===== config.mk =====
export PLATFORM = sky130hd
export DESIGN_NAME = axi_lite_2to1_arbiter
export DESIGN_NICKNAME = d
export VERILOG_FILES = /design/src/rtl/axi_lite_2to1_arbiter.sv
export SDC_FILE = /design/constraint.sdc
export NUM_CORES = 1
export LEC_CHECK = 0
export BUFFER_PORTS_ARGS = -buffer_cell sky130_fd_sc_hd__buf_2
export CAP_MARGIN = 0
export CORE_AREA = 2 2 174 176
export CTS_CLUSTER_DIAMETER = 100
export DETAILED_ROUTE_END_ITERATION = 6
export DIE_AREA = 0 0 176 178
export HOLD_SLACK_MARGIN = 0.15
export PLACE_DENSITY = 0.46
export SLEW_MARGIN = 20
export SYNTH_ARGS = -nofsm -noshare
export SYNTH_HDL_FRONTEND = slang
export SYNTH_SLANG_ARGS = --single-unit

===== constraint.sdc =====
create_clock -name clk -period 2.6 [get_ports clk]
set_input_delay 0.52 -clock clk [delete_from_list [all_inputs] [get_ports clk]]
set_output_delay 0.52 -clock clk [all_outputs]
set_load 0.01 [all_outputs]

===== src/rtl/axi_lite_2to1_arbiter.sv =====
// Two-requester AXI-Lite arbiter in front of a single master port.
// Read and write paths each run their own small FSM with round-robin
// grant and one outstanding transaction. Requester-side readies depend
// only on registered state and requester valids, so there is no
// combinational path from the master-side readies back to the requesters.
`timescale 1ns/1ps

module axi_lite_2to1_arbiter #(
    parameter int ADDR_WIDTH = 32,
    parameter int DATA_WIDTH = 32
) (
    input  logic                      clk,
    input  logic                      rst_n,

    // requester 0: read
    input  logic                      s0_arvalid,
    input  logic [ADDR_WIDTH-1:0]     s0_araddr,
    output logic                      s0_arready,
    output logic                      s0_rvalid,
    output logic [DATA_WIDTH-1:0]     s0_rdata,
    output logic [1:0]                s0_rresp,
    input  logic                      s0_rready,
    // requester 0: write
    input  logic                      s0_awvalid,
    input  logic [ADDR_WIDTH-1:0]     s0_awaddr,
    output logic                      s0_awready,
    input  logic                      s0_wvalid,
    input  logic [DATA_WIDTH-1:0]     s0_wdata,
    input  logic [DATA_WIDTH/8-1:0]   s0_wstrb,
    output logic                      s0_wready,
    output logic                      s0_bvalid,
    output logic [1:0]                s0_bresp,
    input  logic                      s0_bready,

    // requester 1: read
    input  logic                      s1_arvalid,
    input  logic [ADDR_WIDTH-1:0]     s1_araddr,
    output logic                      s1_arready,
    output logic                      s1_rvalid,
    output logic [DATA_WIDTH-1:0]     s1_rdata,
    output logic [1:0]                s1_rresp,
    input  logic                      s1_rready,
    // requester 1: write
    input  logic                      s1_awvalid,
    input  logic [ADDR_WIDTH-1:0]     s1_awaddr,
    output logic                      s1_awready,
    input  logic                      s1_wvalid,
    input  logic [DATA_WIDTH-1:0]     s1_wdata,
    input  logic [DATA_WIDTH/8-1:0]   s1_wstrb,
    output logic                      s1_wready,
    output logic                      s1_bvalid,
    output logic [1:0]                s1_bresp,
    input  logic                      s1_bready,

    // master port
    output logic                      m_arvalid,
    output logic [ADDR_WIDTH-1:0]     m_araddr,
    input  logic                      m_arready,
    input  logic                      m_rvalid,
    input  logic [DATA_WIDTH-1:0]     m_rdata,
    input  logic [1:0]                m_rresp,
    output logic                      m_rready,
    output logic                      m_awvalid,
    output logic [ADDR_WIDTH-1:0]     m_awaddr,
    input  logic                      m_awready,
    output logic                      m_wvalid,
    output logic [DATA_WIDTH-1:0]     m_wdata,
    output logic [DATA_WIDTH/8-1:0]   m_wstrb,
    input  logic                      m_wready,
    input  logic                      m_bvalid,
    input  logic [1:0]                m_bresp,
    output logic                      m_bready,

    // current owner per path, one-hot, 00 when idle
    output logic [1:0]                rd_grant,
    output logic [1:0]                wr_grant
);

    typedef enum logic [1:0] {R_IDLE, R_ADDR, R_DATA} rd_state_t;
    typedef enum logic [1:0] {W_IDLE, W_ISSUE, W_RESP} wr_state_t;

    rd_state_t rd_state;
    wr_state_t wr_state;

    // index of the previous winner (0 = s0, 1 = s1); reset to 1 so s0 wins first
    logic last_rd;
    logic last_wr;
    logic aw_done;
    logic w_done;

    // ------------------------------------------------------------------
    // Read path
    // ------------------------------------------------------------------
    logic rd_req_any;
    logic rd_win;
    logic rd_accept;
    logic rd_data_phase;

    // Round-robin pick among requesters presenting a read address
    always_comb begin
        rd_req_any = s0_arvalid | s1_arvalid;
        if (s0_arvalid && s1_arvalid) rd_win = ~last_rd;
        else                          rd_win = s1_arvalid;
    end

    assign rd_accept     = (rd_state == R_IDLE) && rd_req_any;
    assign s0_arready    = rd_accept && !rd_win;
    assign s1_arready    = rd_accept &&  rd_win;
    assign rd_data_phase = (rd_state == R_DATA);

    // Read data is steered only to the current owner; the other side sees zeros
    always_comb begin
        s0_rvalid = 1'b0;
        s0_rdata  = '0;
        s0_rresp  = 2'b00;
        s1_rvalid = 1'b0;
        s1_rdata  = '0;
        s1_rresp  = 2'b00;
        m_rready  = 1'b0;
        if (rd_data_phase) begin
            if (rd_grant[1]) begin
                s1_rvalid = m_rvalid;
                s1_rdata  = m_rdata;
                s1_rresp  = m_rresp;
                m_rready  = s1_rready;
            end else begin
                s0_rvalid = m_rvalid;
                s0_rdata  = m_rdata;
                s0_rresp  = m_rresp;
                m_rready  = s0_rready;
            end
        end
    end

    // Read FSM: accept address, issue it downstream, then relay the data beat
    always_ff @(posedge clk or negedge rst_n) begin
        if (!rst_n) begin
            rd_state  <= R_IDLE;
            m_arvalid <= 1'b0;
            m_araddr  <= '0;
            rd_grant  <= 2'b00;
            last_rd   <= 1'b1;
        end else begin
            case (rd_state)
                R_IDLE: begin
                    if (rd_accept) begin
                        m_araddr  <= rd_win ? s1_araddr : s0_araddr;
                        rd_grant  <= rd_win ? 2'b10 : 2'b01;
                        last_rd   <= rd_win;
                        m_arvalid <= 1'b1;
                        rd_state  <= R_ADDR;
                    end
                end
                R_ADDR: begin
                    if (m_arready) begin
                        m_arvalid <= 1'b0;
                        rd_state  <= R_DATA;
                    end
                end
                R_DATA: begin
                    if (m_rvalid && m_rready) begin
                        rd_grant <= 2'b00;
                        rd_state <= R_IDLE;
                    end
                end
                default: rd_state <= R_IDLE;
            endcase
        end
    end

    // ------------------------------------------------------------------
    // Write path
    // ------------------------------------------------------------------
    logic wr_cand0;
    logic wr_cand1;
    logic wr_win;
    logic wr_accept;
    logic wr_resp_phase;
    logic aw_hs;
    logic w_hs;

    // A requester competes only once both its address and data are valid
    always_comb begin
        wr_cand0 = s0_awvalid && s0_wvalid;
        wr_cand1 = s1_awvalid && s1_wvalid;
        if (wr_cand0 && wr_cand1) wr_win = ~last_wr;
        else                      wr_win = wr_cand1;
    end

    assign wr_accept     = (wr_state == W_IDLE) && (wr_cand0 || wr_cand1);
    assign s0_awready    = wr_accept && !wr_win;
    assign s0_wready     = wr_accept && !wr_win;
    assign s1_awready    = wr_accept &&  wr_win;
    assign s1_wready     = wr_accept &&  wr_win;
    assign wr_resp_phase = (wr_state == W_RESP);
    assign aw_hs         = m_awvalid && m_awready;
    assign w_hs          = m_wvalid && m_wready;

    // Write response is steered only to the current owner
    always_comb begin
        s0_bvalid = 1'b0;
        s0_bresp  = 2'b00;
        s1_bvalid = 1'b0;
        s1_bresp  = 2'b00;
        m_bready  = 1'b0;
        if (wr_resp_phase) begin
            if (wr_grant[1]) begin
                s1_bvalid = m_bvalid;
                s1_bresp  = m_bresp;
                m_bready  = s1_bready;
            end else begin
                s0_bvalid = m_bvalid;
                s0_bresp  = m_bresp;
                m_bready  = s0_bready;
            end
        end
    end

    // Write FSM: AW and W are issued together but may complete independently
    always_ff @(posedge clk or negedge rst_n) begin
        if (!rst_n) begin
            wr_state  <= W_IDLE;
            m_awvalid <= 1'b0;
            m_awaddr  <= '0;
            m_wvalid  <= 1'b0;
            m_wdata   <= '0;
            m_wstrb   <= '0;
            aw_done   <= 1'b0;
            w_done    <= 1'b0;
            wr_grant  <= 2'b00;
            last_wr   <= 1'b1;
        end else begin
            case (wr_state)
                W_IDLE: begin
                    if (wr_accept) begin
                        m_awaddr  <= wr_win ? s1_awaddr : s0_awaddr;
                        m_wdata   <= wr_win ? s1_wdata  : s0_wdata;
                        m_wstrb   <= wr_win ? s1_wstrb  : s0_wstrb;
                        wr_grant  <= wr_win ? 2'b10 : 2'b01;
                        last_wr   <= wr_win;
                        m_awvalid <= 1'b1;
                        m_wvalid  <= 1'b1;
                        aw_done   <= 1'b0;
                        w_done    <= 1'b0;
                        wr_state  <= W_ISSUE;
                    end
                end
                W_ISSUE: begin
                    if (aw_hs) begin
                        m_awvalid <= 1'b0;
                        aw_done   <= 1'b1;
                    end
                    if (w_hs) begin
                        m_wvalid <= 1'b0;
                        w_done   <= 1'b1;
                    end
                    // leave as soon as the last outstanding handshake lands
                    if ((aw_done || aw_hs) && (w_done || w_hs))
                        wr_state <= W_RESP;
                end
                W_RESP: begin
                    if (m_bvalid && m_bready) begin
                        wr_grant <= 2'b00;
                        wr_state <= W_IDLE;
                    end
                end
                default: wr_state <= W_IDLE;
            endcase
        end
    end

endmodule


==> flow_summary_export.csv <==
group,metric,value,unit
global_routing,grt_pass1_wl,38100,um
critical_path,worstPathArrival,1.88,ns
global_routing,grt_usage,0.1613,
clock_tree,clkSinkCount,115,
global_routing,grt.busiest_layer,"met2",
layout,layout-drive-gt1-share,0.5369,
global_routing,grt_max_degree,116,
clock_tree,clk_path_buf_depth,2,
power,p_clk_frac,0.242,
yosys,syn_nets,749,
floorplanning,core,29400,um^2
worst_hold_path,hold_path_class,"primary input to asynchronous set/reset pin",
yosys,syn_area,5794,um^2
global_routing,overflow,0,
layout,multi_input_area,2572,um^2
power,p_per_area,1094,nW/um^2
sta,max_slew_margin,0.5130,
placed_design,hpwl,19930,um
route,via_per_inst,4.574,
floorplanning,die_h,178,um
sta,setup_viol,0,
sta,worst_pin_slew,0.7305,ns
clock_tree,post_cts_buffers,0,
global_routing,met1_usage,0.1800,
route,vias,6093,
run,drv_cap,0,
power,switchingPower,3.759,mW
yosys,yosys_warnings,0,
sta,rsz0062_at_grt,"false",
sta,holdWs,0.1783,ns
clock_tree,cts_tree,"done",
global_routing,antenna_found_initial,10,
floorplanning,die_area,31330,um^2
layout,layout_commonest_cell,"buf_2",
layout,area.sequential,2880,um^2
placed_design,routabilityCongestion,0.7894,
route,drtPass1Iterations,4,
sta,fin_crit_sh,0.9214,
global_routing,use_met3,0.04838,
power,power.leakage,4.654,nW
outcome,outcome,"complete, no violations",
route,avgRoutedWirePerCell,19.82,um
critical_path,path_class,"flip-flop to output pin",
floorplanning,ios,444,
critical_path,required,2.08,ns
layout,final_cell_mix,"buf_2 (442), dfrtp_1 (113), a21boi_0 (100), a221o_1 (100), and2_1 (71)",
clock_tree,h-tree-depth,4,
clock_tree,cts-hold-fix-buffers,0,
critical_path,r2r_start,"wr_state[1]",
clock_tree,cts_root_buf,"clkbuf_16",
sta,maxSlewViolCount,0,
global_routing,use_met2,0.2813,
route,wirelength,26410,um
power,swShare,0.3858,
yosys,ys_seq_area_frac,0.4971,
route,dr.first_iter.drc_count,244,
route,antenna_left,0,
clock_tree,numCtsBuffers,17,
layout,area_growth,53.68,%
critical_path,cp-start-kind,"flip-flop",
sta,hold_viol_final,0,
placed_design,port-buffer-count,443,
floorplanning,die_x,176,um
critical_path,cp_max_fo,34,
route,drc_errors,0,
floorplanning,initial_core_util,0.1971,
layout,final_nets,1175,
yosys,synth_cell_type_count,32,
critical_path,rrSetupSlack,0.67,ns
sta,fin_crit,2.396,ns
yosys,synth_cells,496,
critical_path,reg2reg_depth,4,
yosys,syn_avg_cell_area,11.68,um^2
floorplanning,rows,63,
yosys,ys_ff_latch,115,
power,comb_power_share,0.437,
sta,final.setup_skew,0.01019,ns
clock_tree,cts.repair.resized,0,
clock_tree,clock_latency,0.42,ns
critical_path,worst_setup_path_end_kind,"output pin",
sta,clock.fmax,417.4,MHz
power,peakVddDrop,0.3917,mV
layout,final.fill_count,3153,
clock_tree,clk_pin_slew,0.06,ns
global_routing,grt_pass1_vias,6202,
sta,tns,0,ns
critical_path,timing.rr.end,"wr_grant[0]",
power,intPower,5.984,mW
power,pwr-share-seq,0.322,
[through the flow]
stage,util,total power [mW],instance area (um^2),setup WS (ns),instances
after floorplan,-,5.638,5794,0.6317,496
after global placement,0.2829,7.453,8318,0.5975,1293
after global routing,0.3028,10.41,8902,0.06971,1331
after detailed placement,0.2829,7.449,8318,0.6111,1293
after CTS,0.3023,9.885,8887,0.1558,1325
final,0.3029,9.743,8905,0.2043,1332
[how the worst max path moves through the flow]
stage                           start            to  cells past startpoint
after floorplan            s0_awvalid     s1_wready                      4
after global placement     s0_awvalid    s1_awready                      4
after detailed placement   s0_awvalid     s1_wready                      4
after CTS                 rd_state[0]  s1_rdata[16]                      5
after global routing      rd_state[0]  s1_rdata[16]                      5
final                     rd_state[0]  s1_rdata[16]                      5
[worst max-delay path, cell delays in order, from the launching register on]
cell and delay (ns):
dfrtp_1 0.41, nand2b_1 0.24, nor2_1 0.13, buf_4 0.26, and2_1 0.24, buf_2 0.16
[cell usage after synthesis]
library cell / instances / area share
a221o_1: 100 / 0.17
a32o_1: 2 / 0.0035
nor2_1: 6 / 0.0039
dfrtp_1: 113 / 0.49
or2_2: 1 / 0.0011
a21oi_1: 4 / 0.0035
a22o_1: 2 / 0.0030
and3_1: 6 / 0.0065
nor3_1: 2 / 0.0017
nor2_2: 2 / 0.0022
dfstp_2: 2 / 0.0091
o2111a_1: 1 / 0.0019
or2b_1: 1 / 0.0013
mux2i_1: 2 / 0.0035
clkbuf_1: 25 / 0.016
a21o_1: 2 / 0.0026
a21boi_0: 100 / 0.13
buf_6: 18 / 0.035
a31o_2: 4 / 0.0060
buf_2: 6 / 0.0052
nand2_1: 8 / 0.0052
nand2b_1: 3 / 0.0032
buf_4: 2 / 0.0026
inv_1: 2 / 0.0013
and2_1: 71 / 0.077
nor2b_1: 2 / 0.0022
a31oi_1: 2 / 0.0022
o21ai_0: 2 / 0.0017
nand3b_1: 2 / 0.0026
o21bai_1: 1 / 0.0013
nor4_4: 1 / 0.0037
or3_1: 1 / 0.0011
[power groups by stage]
stage	clock [mW]	sequential, mW	combinational (mW)
5_1_grt	2.50	3.24	4.66
3_3_place_gp	0	3.18	4.28
3_5_place_dp	0	3.15	4.30
6_report	2.35	3.14	4.25
2_1_floorplan	0	3.47	2.17
4_1_cts	2.43	3.14	4.32
[sequential cells by signal, summed over array words and instances, names as in the netlist, 2 cells and up]
| name | cells |
|---|---|
| rd_grant | 2 |
| wr_state | 2 |
| rd_state | 2 |
| wr_grant | 2 |
| m_araddr | 32 |
| m_awaddr | 32 |
| m_wstrb | 4 |
| m_wdata | 32 |
[cell type report]
type / count / area share
diodes: 7 / 0.001967
clock buffers: 17 / 0.04777
clock inverters: 15 / 0.01616
inverters: 2 / 0.0008431
multi-input cells: 328 / 0.2889
flip-flops and latches: 115 / 0.3235
well taps: 390 / 0.05480
repair buffers: 458 / 0.2661
[layer usage]
layer / vias up / part of all wire
met2: 289 / 0.52
met1: 2986 / 0.38
met3: 35 / 0.076
li1: 2779 / -
met5: - / 0.00061
met4: 4 / 0.029
[kinds of logic (layout without fill, tap and decap cells)]
| logic type | count (synthesis) | after routing | share of synthesized area |
|---|---|---|---|
| other | 0 | 7 | 0 |
| buffers and inverters | 53 | 492 | 0.06025 |
| muxes | 2 | 2 | 0.003455 |
| AOI/OAI and AO/OA | 220 | 220 | 0.3280 |
| DFF | 115 | 115 | 0.4971 |
| and+or+nand+nor | 106 | 106 | 0.1112 |
Note: power is estimated with default switching activity, not from simulation.
